[config.mk]
export PLATFORM = sky130hd
export DESIGN_NAME = frame_scheduler
export DESIGN_NICKNAME = d
export VERILOG_FILES = /design/src/rtl/flappy_pkg.sv /design/src/rtl/frame_timer.sv /design/src/rtl/frame_scheduler.sv
export SDC_FILE = /design/constraint.sdc
export NUM_CORES = 1
export LEC_CHECK = 0
export BUFFER_PORTS_ARGS = -buffer_cell sky130_fd_sc_hd__buf_2
export CORE_MARGIN = 3
export CORE_UTILIZATION = 52
export CTS_CLUSTER_DIAMETER = 150
export DETAILED_ROUTE_END_ITERATION = 6
export MAX_ROUTING_LAYER = met4
export PLACE_DENSITY = 0.74
export SKIP_LAST_GASP = 1
export SLEW_MARGIN = 20
export SYNTH_ARGS = -nofsm -noshare
export SYNTH_HDL_FRONTEND = slang
export SYNTH_SLANG_ARGS = --single-unit
[constraint.sdc]
create_clock -name clk_i -period 2.24 [get_ports clk_i]
set_clock_uncertainty 0.2 [all_clocks]
set_input_delay 0.448 -clock clk_i [delete_from_list [all_inputs] [get_ports clk_i]]
set_output_delay 0.448 -clock clk_i [all_outputs]
set_load 0.02 [all_outputs]
[src/rtl/flappy_pkg.sv]
// Shared scheduler definitions: state encoding, default timing constants
// and small state-classification helpers.
package flappy_pkg;

  typedef enum logic [2:0] {
    ST_IDLE      = 3'd0,
    ST_WAIT_TICK = 3'd1,
    ST_INPUT     = 3'd2,
    ST_ACTION    = 3'd3,
    ST_DISPLAY   = 3'd4
  } sched_state_e;

  localparam int unsigned FRAME_DIV_DEF = 1000000;
  localparam int unsigned WDOG_CYC_DEF  = 4096;
  localparam int unsigned FRAME_CNT_W   = 16;

  // True for the three stages that own an enable/done handshake.
  function automatic logic is_stage(input sched_state_e s);
    return (s == ST_INPUT) || (s == ST_ACTION) || (s == ST_DISPLAY);
  endfunction

  // Stage that follows a completed stage; DISPLAY closes the frame.
  function automatic sched_state_e next_stage(input sched_state_e s);
    case (s)
      ST_INPUT:  return ST_ACTION;
      ST_ACTION: return ST_DISPLAY;
      default:   return ST_WAIT_TICK;
    endcase
  endfunction

endpackage

[src/rtl/frame_timer.sv]
// Frame divider: counts 0..FRAME_DIV-1 while enabled and flags the
// terminal-count cycle as a one-cycle tick before wrapping to 0.
module frame_timer
  import flappy_pkg::*;
#(
  parameter int unsigned FRAME_DIV = FRAME_DIV_DEF
) (
  input  logic clk_i,
  input  logic reset_i,
  input  logic ena_i,
  output logic tick_o
);

  localparam int unsigned CW = (FRAME_DIV > 2) ? $clog2(FRAME_DIV) : 1;
  localparam logic [CW-1:0] TERM = CW'(FRAME_DIV - 1);

  logic [CW-1:0] cnt_q, cnt_d;

  assign tick_o = ena_i && (cnt_q == TERM);

  // Next count: advance while enabled, wrap at terminal count.
  always_comb begin
    cnt_d = cnt_q;
    if (ena_i) begin
      cnt_d = (cnt_q == TERM) ? '0 : cnt_q + 1'b1;
    end
  end

  // Count register with synchronous reset.
  always_ff @(posedge clk_i) begin
    if (reset_i) begin
      cnt_q <= '0;
    end else begin
      cnt_q <= cnt_d;
    end
  end

endmodule

[src/rtl/frame_scheduler.sv]
// Frame scheduler: sequences INPUT -> ACTION -> DISPLAY once per frame
// tick, tracking overrun ticks and counting completed frames.
// Optional stage watchdog enabled by defining FRAME_SCHED_WDOG_EN.
module frame_scheduler
  import flappy_pkg::*;
#(
  parameter int unsigned FRAME_DIV = FRAME_DIV_DEF,
  parameter int unsigned WDOG_CYC  = WDOG_CYC_DEF
) (
  input  logic        clk_i,
  input  logic        reset_i,
  input  logic        ena_i,
  input  logic        pause_i,
  input  logic        d_inp_i,
  input  logic        d_act_i,
  input  logic        d_disp_i,
  output logic        e_inp_o,
  output logic        e_act_o,
  output logic        e_disp_o,
  output logic        frame_o,
  output logic [15:0] frame_cnt_o,
  output logic        overrun_o,
  output logic        wdog_err_o,
  output logic [2:0]  state_o
);

  sched_state_e            state_q, state_d;
  logic                    pend_q, pend_d;
  logic                    ovr_q, ovr_d;
  logic                    frame_q, frame_d;
  logic [FRAME_CNT_W-1:0]  frame_cnt_q;
  logic [2:0]              en_q;
  logic                    tick;
  logic                    timer_run;
  logic                    done_cur;
  logic                    wdog_to;

  assign timer_run = ena_i && (state_q != ST_IDLE);

  frame_timer #(.FRAME_DIV(FRAME_DIV)) u_timer (
    .clk_i   (clk_i),
    .reset_i (reset_i),
    .ena_i   (timer_run),
    .tick_o  (tick)
  );

  assign done_cur = ((state_q == ST_INPUT)   && d_inp_i) ||
                    ((state_q == ST_ACTION)  && d_act_i) ||
                    ((state_q == ST_DISPLAY) && d_disp_i);

`ifdef FRAME_SCHED_WDOG_EN
  logic [15:0] wdog_q;
  logic        wdog_err_q;

  assign wdog_to    = (wdog_q == 16'(WDOG_CYC - 1));
  assign wdog_err_o = wdog_err_q;

  // Stage-age counter restarts on every state change; a timeout only
  // latches the error when the matching done is absent that cycle.
  always_ff @(posedge clk_i) begin
    if (reset_i) begin
      wdog_q     <= '0;
      wdog_err_q <= 1'b0;
    end else if (ena_i) begin
      if ((state_d != state_q) || !is_stage(state_q)) begin
        wdog_q <= '0;
      end else begin
        wdog_q <= wdog_q + 16'd1;
      end
      if (is_stage(state_q) && !done_cur && wdog_to) begin
        wdog_err_q <= 1'b1;
      end
    end
  end
`else
  assign wdog_to    = 1'b0;
  assign wdog_err_o = 1'b0;
`endif

  // Next-state, pending-tick and overrun logic.
  always_comb begin
    state_d = state_q;
    pend_d  = pend_q;
    ovr_d   = ovr_q;
    frame_d = 1'b0;
    case (state_q)
      ST_IDLE: state_d = ST_WAIT_TICK;
      ST_WAIT_TICK: begin
        if ((tick || pend_q) && !pause_i) begin
          state_d = ST_INPUT;
          pend_d  = 1'b0;
        end else if (tick) begin
          pend_d = 1'b1;
        end
      end
      ST_INPUT, ST_ACTION, ST_DISPLAY: begin
        if (tick) begin
          pend_d = 1'b1;
          ovr_d  = 1'b1;
        end
        if (done_cur) begin
          state_d = next_stage(state_q);
          frame_d = (state_q == ST_DISPLAY);
        end else if (wdog_to) begin
          state_d = ST_WAIT_TICK;
        end
      end
      default: state_d = ST_IDLE;
    endcase
  end

  // State and output registers; everything freezes while ena_i is low,
  // except that the frame pulse is never stretched across a freeze.
  always_ff @(posedge clk_i) begin
    if (reset_i) begin
      state_q     <= ST_IDLE;
      pend_q      <= 1'b0;
      ovr_q       <= 1'b0;
      frame_q     <= 1'b0;
      frame_cnt_q <= '0;
      en_q        <= '0;
    end else if (ena_i) begin
      state_q <= state_d;
      pend_q  <= pend_d;
      ovr_q   <= ovr_d;
      frame_q <= frame_d;
      if (frame_d) begin
        frame_cnt_q <= frame_cnt_q + 16'd1;
      end
      en_q <= {state_d == ST_DISPLAY, state_d == ST_ACTION, state_d == ST_INPUT};
    end else begin
      frame_q <= 1'b0;
    end
  end

  assign e_inp_o     = en_q[0];
  assign e_act_o     = en_q[1];
  assign e_disp_o    = en_q[2];
  assign frame_o     = frame_q;
  assign frame_cnt_o = frame_cnt_q;
  assign overrun_o   = ovr_q;
  assign state_o     = state_q;

endmodule

# Word level (Yosys, flattened, before mapping)
# Cells that the tools add are included.
# W data, S select, Z words.
# totals
reg_bits	45
inputBits	7
out_inout_bits	25
# classes
add_sub_neg	2
eq_ne	8
mux	10
n_bitwise	1
n_reduce_logical	18
# ops
operator	n
$add A20 B1 Y20 const B	1
$eq A20 B20 Y1 const B	1
$mux W20	1
$add A16 B1 Y16 const B	1
$eq A3 B2 Y1 const B	4
$pmux W3 S3	1
$eq A3 B3 Y1 const B	2
$logic_and A1 B1 Y1	6
$mux W3	2
$pmux W3 S2	1
$mux W1	4
$reduce_and A2 Y1	2
$eq A3 B1 Y1 const B	1
$logic_not A3 Y1	1
$logic_or A1 B1 Y1	3
$reduce_and A3 Y1	1
$reduce_bool A3 Y1	1
$reduce_or A3 Y1	1
$pmux W1 S2	1
$reduce_bool A2 Y1	1
$reduce_or A2 Y1	1
$logic_not A1 Y1	1
$not A1 Y1	1

# Longest topological paths before layout
# Gate-level depths: netlist of the first run.
# logic_depth
ltp_word	8
ltp_mapped	7
depth_no_buf	6

# Modules after synthesis
# From an unflattened synthesis of the first run, not the netlist that was laid out.
# unflattened
hier_cells	251
hier_area_um2	2147.1
# modules_own_cells
mod	instances	cells_per_inst	area_per_inst_um2	seq_area_each_um2
frame_scheduler	1	143	1202.4	500.5
frame_timer	1	108	944.7	400.4

# Least setup slack after synthesis of the first run
# Ideal clock, no wire load.
# synth_timing
path_kind	flip-flop to flip-flop
startpoint	register state_q[2] (netlist: state_o[2])
endpoint	register frame_cnt_q[7] (netlist: frame_cnt_o[7])
arrival_ps	1537
t_required_ps	1925
setup_slack_ps	388
path_stages_with_launch	8
n_path_buf	2
synth_period_minus_slack_ps	1852
cell_sequence	dfxtp_1 buf_6 nor3b_4 and2_1 buf_2 nand3_1 xnor2_1 and2_1
# synth_between
elab_chain_len	7
elab_cells_between_ends	12
cone_classes	3 x eq/ne; 2 x mux; 7 x reduce/logical
# synth_lines
element	line_no	rtl
start: declaration	frame_scheduler.sv:27	sched_state_e state_q, state_d;
start signal: assignment	frame_scheduler.sv:123	state_q <= state_d;
$eq A3 B2 Y1 (on tied branches)	frame_scheduler.sv:47, frame_scheduler.sv:86, frame_scheduler.sv:48	
$logic_and A1 B1 Y1 (on tied branches)	frame_scheduler.sv:47, frame_scheduler.sv:48	
$logic_or A1 B1 Y1	frame_scheduler.sv:47	assign done_cur = ((state_q == ST_INPUT) && d_inp_i) ||
$logic_or A1 B1 Y1	frame_scheduler.sv:48	((state_q == ST_ACTION) && d_act_i) ||
$mux W1	frame_scheduler.sv:101	if (done_cur) begin
$mux W1 (*)	frame_scheduler.sv:86	case (state_q)
$reduce_and A2 Y1 (no source line) (*)	n/a	
end signal: assignment	frame_scheduler.sv:128	frame_cnt_q <= frame_cnt_q + 16'd1;
end: declaration	frame_scheduler.sv:31	logic [FRAME_CNT_W-1:0] frame_cnt_q;
# Mark *: on every way between the ends. The rest lies on a longest branch, timed or not.
# A chain may end at the register's enable or synchronous reset.

# Final worst setup path of the first run
# layout_timing
startpoint	register state_q[1] (netlist: state_o[1])
endpoint	register u_timer.cnt_q[10]
# layout_between
elab_chain_len	2
# layout_lines
element	line_no	rtl
$reduce_bool A3 Y1	frame_scheduler.sv:38	assign timer_run = ena_i && (state_q != ST_IDLE);
$logic_and A1 B1 Y1	frame_scheduler.sv:38	
end signal: assignment	frame_timer.sv:34	cnt_q <= cnt_d;
end: declaration	frame_timer.sv:17	logic [CW-1:0] cnt_q, cnt_d;
# Every way passes these cells.

==> results of run 1 <==
-- logic make-up (layout without fill, tap and decap cells) --
kind of cell	Yosys count	count (layout)	share of synthesized area
and+or+nand+nor	109	109	0.2825
DFF	45	45	0.4143
AOI/OAI and AO/OA	31	31	0.1093
xor gates and xnor gates	31	31	0.1249
buffers and inverters	19	51	0.04660
adders and majority gates	2	2	0.01151
muxes	2	2	0.009206
other	1	1	0.001724
-- layout by cell type (no fill, tap or decap), types with 3 or more instances in the layout --
master and instances:
xnor2_1 15, or3_1 3, buf_2 30, xor2_1 16, inv_1 9, dfxtp_1 45, a21oi_1 8, nand2b_1 4
nand3_1 10, nand2_1 14, clkbuf_8 5, nand4_1 9, nor3_1 7, and2_1 3, clkbuf_1 3, buf_4 4
nor2_1 37, o21ai_0 6, and3_1 5, nand3_2 3
-- report_power, final --
| group | switching, mW | internal [mW] |
|---|---|---|
| Combinational | 0.0497 | 0.0313 |
| Clock | 0.253 | 0.222 |
| Sequential | 0.0118 | 0.806 |
-- layer usage --
layer | GRT usage | vias up | wire [um]
met3 | 0.04830 | 7 | 223
met2 | 0.2640 | 39 | 1706
li1 | - | 883 | -
met1 | 0.2330 | 764 | 1982
met5 | - | - | 0
met4 | 0.06263 | 0 | 69
-- area by class of cell --
| cell class | count | area (sq um) | share of cell area |
|---|---|---|---|
| sequential | 45 | 900.9 | 0.3711 |
| timing repair buffer | 34 | 180.2 | 0.07423 |
| inverter | 9 | 33.78 | 0.01392 |
| tap | 48 | 60.06 | 0.02474 |
| multi-input combinational | 176 | 1172 | 0.4830 |
| clock buffer | 8 | 80.08 | 0.03299 |
-- flip-flops by register name, summed over array words and instances, names as in the netlist --
name,flops
pend_q,1
frame_o,1
overrun_o,1
u_timer.cnt_q,20
state_o,3
frame_cnt_o,16
en_q,3
-- final timing paths --
kind	from	end	slack, ns	cells past startpoint
worst min-delay path	reset_i	en_q[1]	0.24	2
worst max-delay path	state_o[1]	u_timer.cnt_q[10]	0.27	5
worst max register to register	state_o[1]	u_timer.cnt_q[10]	0.27	5
worst min register to register	en_q[2]	en_q[2]	0.26	1
-- worst max-delay path: stages (launching register included) --
cell and delay (ns):
dfxtp_1 0.59, o31ai_2 0.22, nor4_4 0.45, and3_1 0.23
xnor2_1 0.11, nor2_1 0.05
==> summary.md, run 1 <==
| Metric | Value |
|---|---|
| Clock transition at path regs | `0.07 ns` |
| TritonRoute pass-1 iters | `4` |
| Max cap viols | `0` |
| Fmax | `508.8 MHz` |
| Syn_area_per_cell | `9.061 sq um` |
| # IOs | `32` |
| Netlist cell types | `47` |
| Die Area | `4994 sq um` |
| PnR worst setup slack | `0.2744 ns` |
| EDFF count, synth | `0` |
| Number of post-CTS setup repair buffers | `0` |
| Hold Vio Cnt, Final | `0` |
| Slew HR | `0.6373` |
| Yosys warning total | `0` |
| First-pass GRT wire length | `6.962 mm` |
| Final cell count without fillers | `320` |
| Crit-path max FO | `12` |
| Syn Inst Count | `240` |
| Slew Limit Fails | `0` |
| Layout cells sized above 1 | `0.1912` |
| Power Density | `565.9 nW/um^2` |
| Ys flop type | `dfxtp_1` |
| Routed WL per cell | `12.44 um` |
| Worst-Skew Late Latency | `0.30 ns` |
| Synth area leaders | `dfxtp_1, xor2_1, nor2_1` |
| Fin Setup TNS | `0 ns` |
| Asr flop ratio synth | `0` |
| Synth top area share | `0.4143` |
| Worst path required time | `2.23 ns` |
| Outcome | `finished, final reports clean` |
| DR iter-0 viols | `100` |
| Largest net degree at the start of global routing | `21` |
| Final Core Density | `0.6299` |
| Final Cycle Share | `0.8775` |
| Mapped Nets | `249` |
| Mapped cell area | `2175 sq um` |
| Post-DP HPWL | `2.843 mm` |
| Worst Setup Path Type | `flip-flop to flip-flop` |
| Total GRT Usage | `0.1775` |
| Final Instance Area | `2427 sq um` |
| Hold_buf cts | `0` |
| Die H | `70.67 um` |
| Maximum root-to-sink buffer count | `2` |
| Seq/Total Area, Yosys | `0.4143` |
| WHS | `0.2364 ns` |
| Synth cell count leaders | `dfxtp_1, nor2_1, xor2_1, xnor2_1, nand2_1` |
| Minimum clock period | `1.966 ns` |
| CP Capture Type | `flip-flop` |
| Grt total ovfl | `0` |
| Detail-routed via count per cell | `5.291` |
| Initial Utilization | `0.5643` |
| ANT cells | `0` |
| Yosys top cell by area | `dfxtp_1` |
| CTS tree | `done` |
| Nets | `280` |
| Launching element type of the critical path | `flip-flop` |
| Vias in the first global route | `1571` |
| Count of input and output buffers | `30` |
| CTS buffer count | `5` |
| Vias | `1693` |
| Worst Hold Class | `input pin to flip-flop` |
| Total power | `1.374 mW` |
| Slew at the pin with the worst max-slew slack | `0.5409 ns` |
| Core area | `3854 sq um` |
| Final setup viols | `0` |
| Cells after DPL | `312` |
| CTS H-tree lvls | `2` |
| Most frequent cell after synthesis | `dfxtp_1` |
| RSZ-0062 raised after global routing | `false` |
| VDD IR-drop max | `308.8 uV` |
| Initial antenna violation count | `0` |
| Fill count | `340` |
| Clock Sinks | `45` |
| FP Rows | `22` |
| GPL Wtd Cong | `0.8542` |
| Synthesized flop and latch total | `45` |
| CP arrival | `1.95 ns` |
| Final wirelength | `3.982 mm` |
| Residual DRC count | `0` |
| Leak | `0.9584 nW` |
| Clk root buf | `clkbuf_8` |
| # resized after CTS | `0` |
| DRT antenna net count | `0` |
| Synth-to-Final Area Change | `11.62%` |
| Worst slack at placement | `0.2901 ns` |
| Placement Cell Area | `2347 sq um` |
| Die Span X | `70.67 um` |
No activity file was read; power rests on OpenSTA's default activity.
==> run 2: changes to the inputs <==
--- a/config.mk
+++ b/config.mk
@@ -6,6 +6,7 @@
 export NUM_CORES = 1
 export LEC_CHECK = 0
 export BUFFER_PORTS_ARGS = -buffer_cell sky130_fd_sc_hd__buf_2
+export CORE_ASPECT_RATIO = 0.8
 export CORE_MARGIN = 3
 export CORE_UTILIZATION = 52
 export CTS_CLUSTER_DIAMETER = 150
==> run 2 against run 1 <==
Effect of this change: clock power grew 1%; register-to-register slack gained 0.06 ns; sequential power is essentially flat; die area grew 0.10%; via count grew 0.83%; critical path depth is the same; worst setup slack gained 0.058 ns; non-clock buffer count grew 1; critical path type unchanged; highest routed layer unchanged.
==> summary.md, run 2 (synthesized netlist as in run 1, its figures left out) <==
| Metric | Value |
|---|---|
| Clk pwr share | `0.348 (+0.002)` |
| Most common cell after layout, fill and taps aside | `dfxtp_1` |
| Buffers plus inverters on the worst setup path | `0 (unchanged)` |
| Flop pwr share | `0.591 (-0.004)` |
| Layout cells sized above 1 | `0.2015 (+0.01029)` |
| Register bank with the most flops | `u_timer.cnt_q` |
| Worst path required time | `2.23 ns (about the same)` |
| Launching element type of the critical path | `flip-flop` |
| Most frequent cells in the layout | `dfxtp_1, nor2_1, buf_2, xor2_1, xnor2_1` |
| Fin Setup TNS | `0 ns (unchanged)` |
| TritonRoute pass-1 iters | `4 (unchanged)` |
| FF-to-FF path depth | `5 (unchanged)` |
| Die H | `63.84 um (-9.7%)` |
| Pint | `1.054 mW (-0.50%)` |
| Core area | `3904 sq um (+1.3%)` |
| Reg2reg end | `frame_cnt_o[15]` |
| Worst-Skew Late Latency | `0.30 ns (about the same)` |
| WHS | `0.2643 ns (+0.02784 ns)` |
| VDD IR-drop max | `309.3 uV (+0.17%)` |
| Sw power | `0.3252 mW (+3.3%)` |
| Clock Sinks | `45 (unchanged)` |
| CP peak stage delay | `0.50 ns (-0.09 ns)` |
| Largest register FFs | `20 (unchanged)` |
| Minimum clock period | `1.908 ns (-0.05783 ns)` |
| Fill count | `360 (+5.9%)` |
| GR Layer Usage met2 | `0.2778 (+0.01374)` |
| Fmax | `524.2 MHz (+3.0%)` |
| Initial antenna violation count | `0 (unchanged)` |
| Worst Setup EP | `frame_cnt_o[15]` |
| ANT cells | `0 (unchanged)` |
| Stages on the worst setup path | `5 (unchanged)` |
| Number of post-CTS setup repair buffers | `0 (unchanged)` |
| Count of input and output buffers | `30 (unchanged)` |
| CTS buffer count | `5 (unchanged)` |
| Final Core Density | `0.6266 (-0.003267)` |
| Worst path top cell family by delay | `simple AND/OR/NAND/NOR gates` |
| First-pass GRT wire length | `7.127 mm (+2.4%)` |
| Power Density | `563.7 nW/um^2 (-0.39%)` |
| Most used routing layer | `met2` |
| Residual DRC count | `0 (unchanged)` |
| CP startpoint | `state_o[2]` |
| Maximum root-to-sink buffer count | `2 (unchanged)` |
| Slew HR | `0.6266 (-0.01065)` |
| Switching part of the total | `0.2359 (+0.006756)` |
| Slowest-stage cell, CP | `dfxtp_1` |
| Reg2reg start | `state_o[2]` |
| Max cap viols | `0 (unchanged)` |
| Nets | `281 (+0.36%)` |
| GPL Wtd Cong | `0.8265 (-3.2%)` |
| Synth-to-Final Area Change | `12.49%` |
| Met3 Usage GRT | `0.04789 (-0.0004081)` |
| Hold Vio Cnt, Final | `0 (unchanged)` |
| Clk root buf | `clkbuf_8` |
| Grt total ovfl | `0 (unchanged)` |
| CTS H-tree lvls | `2 (unchanged)` |
| Worst Setup Path Type | `flip-flop to flip-flop` |
| Combinational share of power | `0.061 (+0.002)` |
| CP Capture Type | `flip-flop` |
| Worst Hold Class | `flip-flop to flip-flop` |
| Final Cycle Share | `0.8517 (-0.02582)` |
| Hold_buf cts | `0 (unchanged)` |
| Final setup viols | `0 (unchanged)` |
| CTS tree | `done` |
| Die Span X | `78.30 um (+11%)` |
| Initial Utilization | `0.5571 (-0.007234)` |
| Vias | `1707 (+0.83%)` |
| DR iter-0 viols | `57 (-43%)` |
| Leak | `0.9698 nW (+1.2%)` |
| Critical path, cell by cell | `nor3b_4, nand3_2, nor3_1, xnor2_1, nor2_1` |
| Slew Limit Fails | `0 (unchanged)` |
| Global Route met1 Usage | `0.2345 (+0.001461)` |
| Total GRT Usage | `0.1802 (+0.002619)` |
| Final wirelength | `4.066 mm (+2.1%)` |
| # IOs | `32 (unchanged)` |
| Post-DP HPWL | `2.936 mm (+3.3%)` |
| DRT antenna net count | `0 (unchanged)` |
| Total power | `1.379 mW (+0.38%)` |
| CP arrival | `1.90 ns (-0.05 ns)` |
| Routed WL per cell | `12.40 um (-0.38%)` |
| R2r setup slk | `0.33 ns (+0.06 ns)` |
| # resized after CTS | `0 (unchanged)` |
| Clock transition at path regs | `0.08 ns (about the same)` |
| Die Area | `4999 sq um (+0.10%)` |
| FP Rows | `20 (-9.1%)` |
| Detail-routed via count per cell | `5.204 (-1.6%)` |
| Largest net degree at the start of global routing | `23 (+9.5%)` |
| Slew at the pin with the worst max-slew slack | `0.5568 ns (+0.01588 ns)` |
| Crit-path max FO | `7 (-5)` |
| RSZ-0062 raised after global routing | `false` |
| Vias in the first global route | `1582 (+0.70%)` |
| Outcome | `finished, final reports clean` |
[run 2: changes by cell type in the layout (fill, tap and decap cells not counted)]
cell | before | now
clkinv_2 | 0 | 2
clkbuf_1 | 3 | 1
buf_4 | 4 | 5
[run 2: cell type report]
type                    count  area [sq um]  share of cell area
clock inverters             2         10.01            0.004092
inverters                   9         33.78             0.01381
flip-flops and latches     45         900.9              0.3683
clock buffers               6         72.57             0.02967
repair buffers             35         187.7             0.07673
multi-input cells         176          1172              0.4793
well taps                  55         68.82             0.02813
[run 2: power groups by stage]
stage / logic [mW] / registers, mW / clock network [mW]
floorplan: 0.0597 / 0.836 / 0
global placement: 0.0827 / 0.834 / 0
detailed placement: 0.0841 / 0.834 / 0
CTS: 0.0842 / 0.815 / 0.500
global route: 0.0932 / 0.816 / 0.524
finish: 0.0836 / 0.815 / 0.480
[run 2: how the worst min path moves through the flow]
stage / start / endpoint / slack (ns) / cells past startpoint
after floorplan: u_timer.cnt_q[1] / u_timer.cnt_q[1] / 0.27 / 2
after global placement: en_q[2] / en_q[2] / 0.24 / 1
after detailed placement: en_q[2] / en_q[2] / 0.25 / 1
after CTS: en_q[2] / en_q[2] / 0.27 / 1
after global routing: overrun_o / overrun_o / 0.30 / 2
final: en_q[2] / en_q[2] / 0.26 / 1
[run 2: metrics by stage]
stage                     setup slack [ns]  instance area [sq um]  std cells
final                               0.3322                   2446        328
after global routing                0.1820                   2446        328
after CTS                           0.3147                   2446        328
after detailed placement            0.1512                   2364        320
after global placement              0.2026                   2364        320
after floorplan                     0.3882                   2175        240
[run 2: worst reg2reg max path: stages, from the launching register on]
cell and delay, ns:
dfxtp_1 0.50, nor3b_4 0.37, nand3_2 0.24, nor3_1 0.30, xnor2_1 0.15, nor2_1 0.05
[run 2: routing by layer]
| layer | vias to the layer above | part of all wire |
|---|---|---|
| met5 | - | 0 |
| met4 | 0 | 0.0071 |
| met3 | 4 | 0.032 |
| met2 | 22 | 0.43 |
| met1 | 792 | 0.53 |
| li1 | 889 | - |
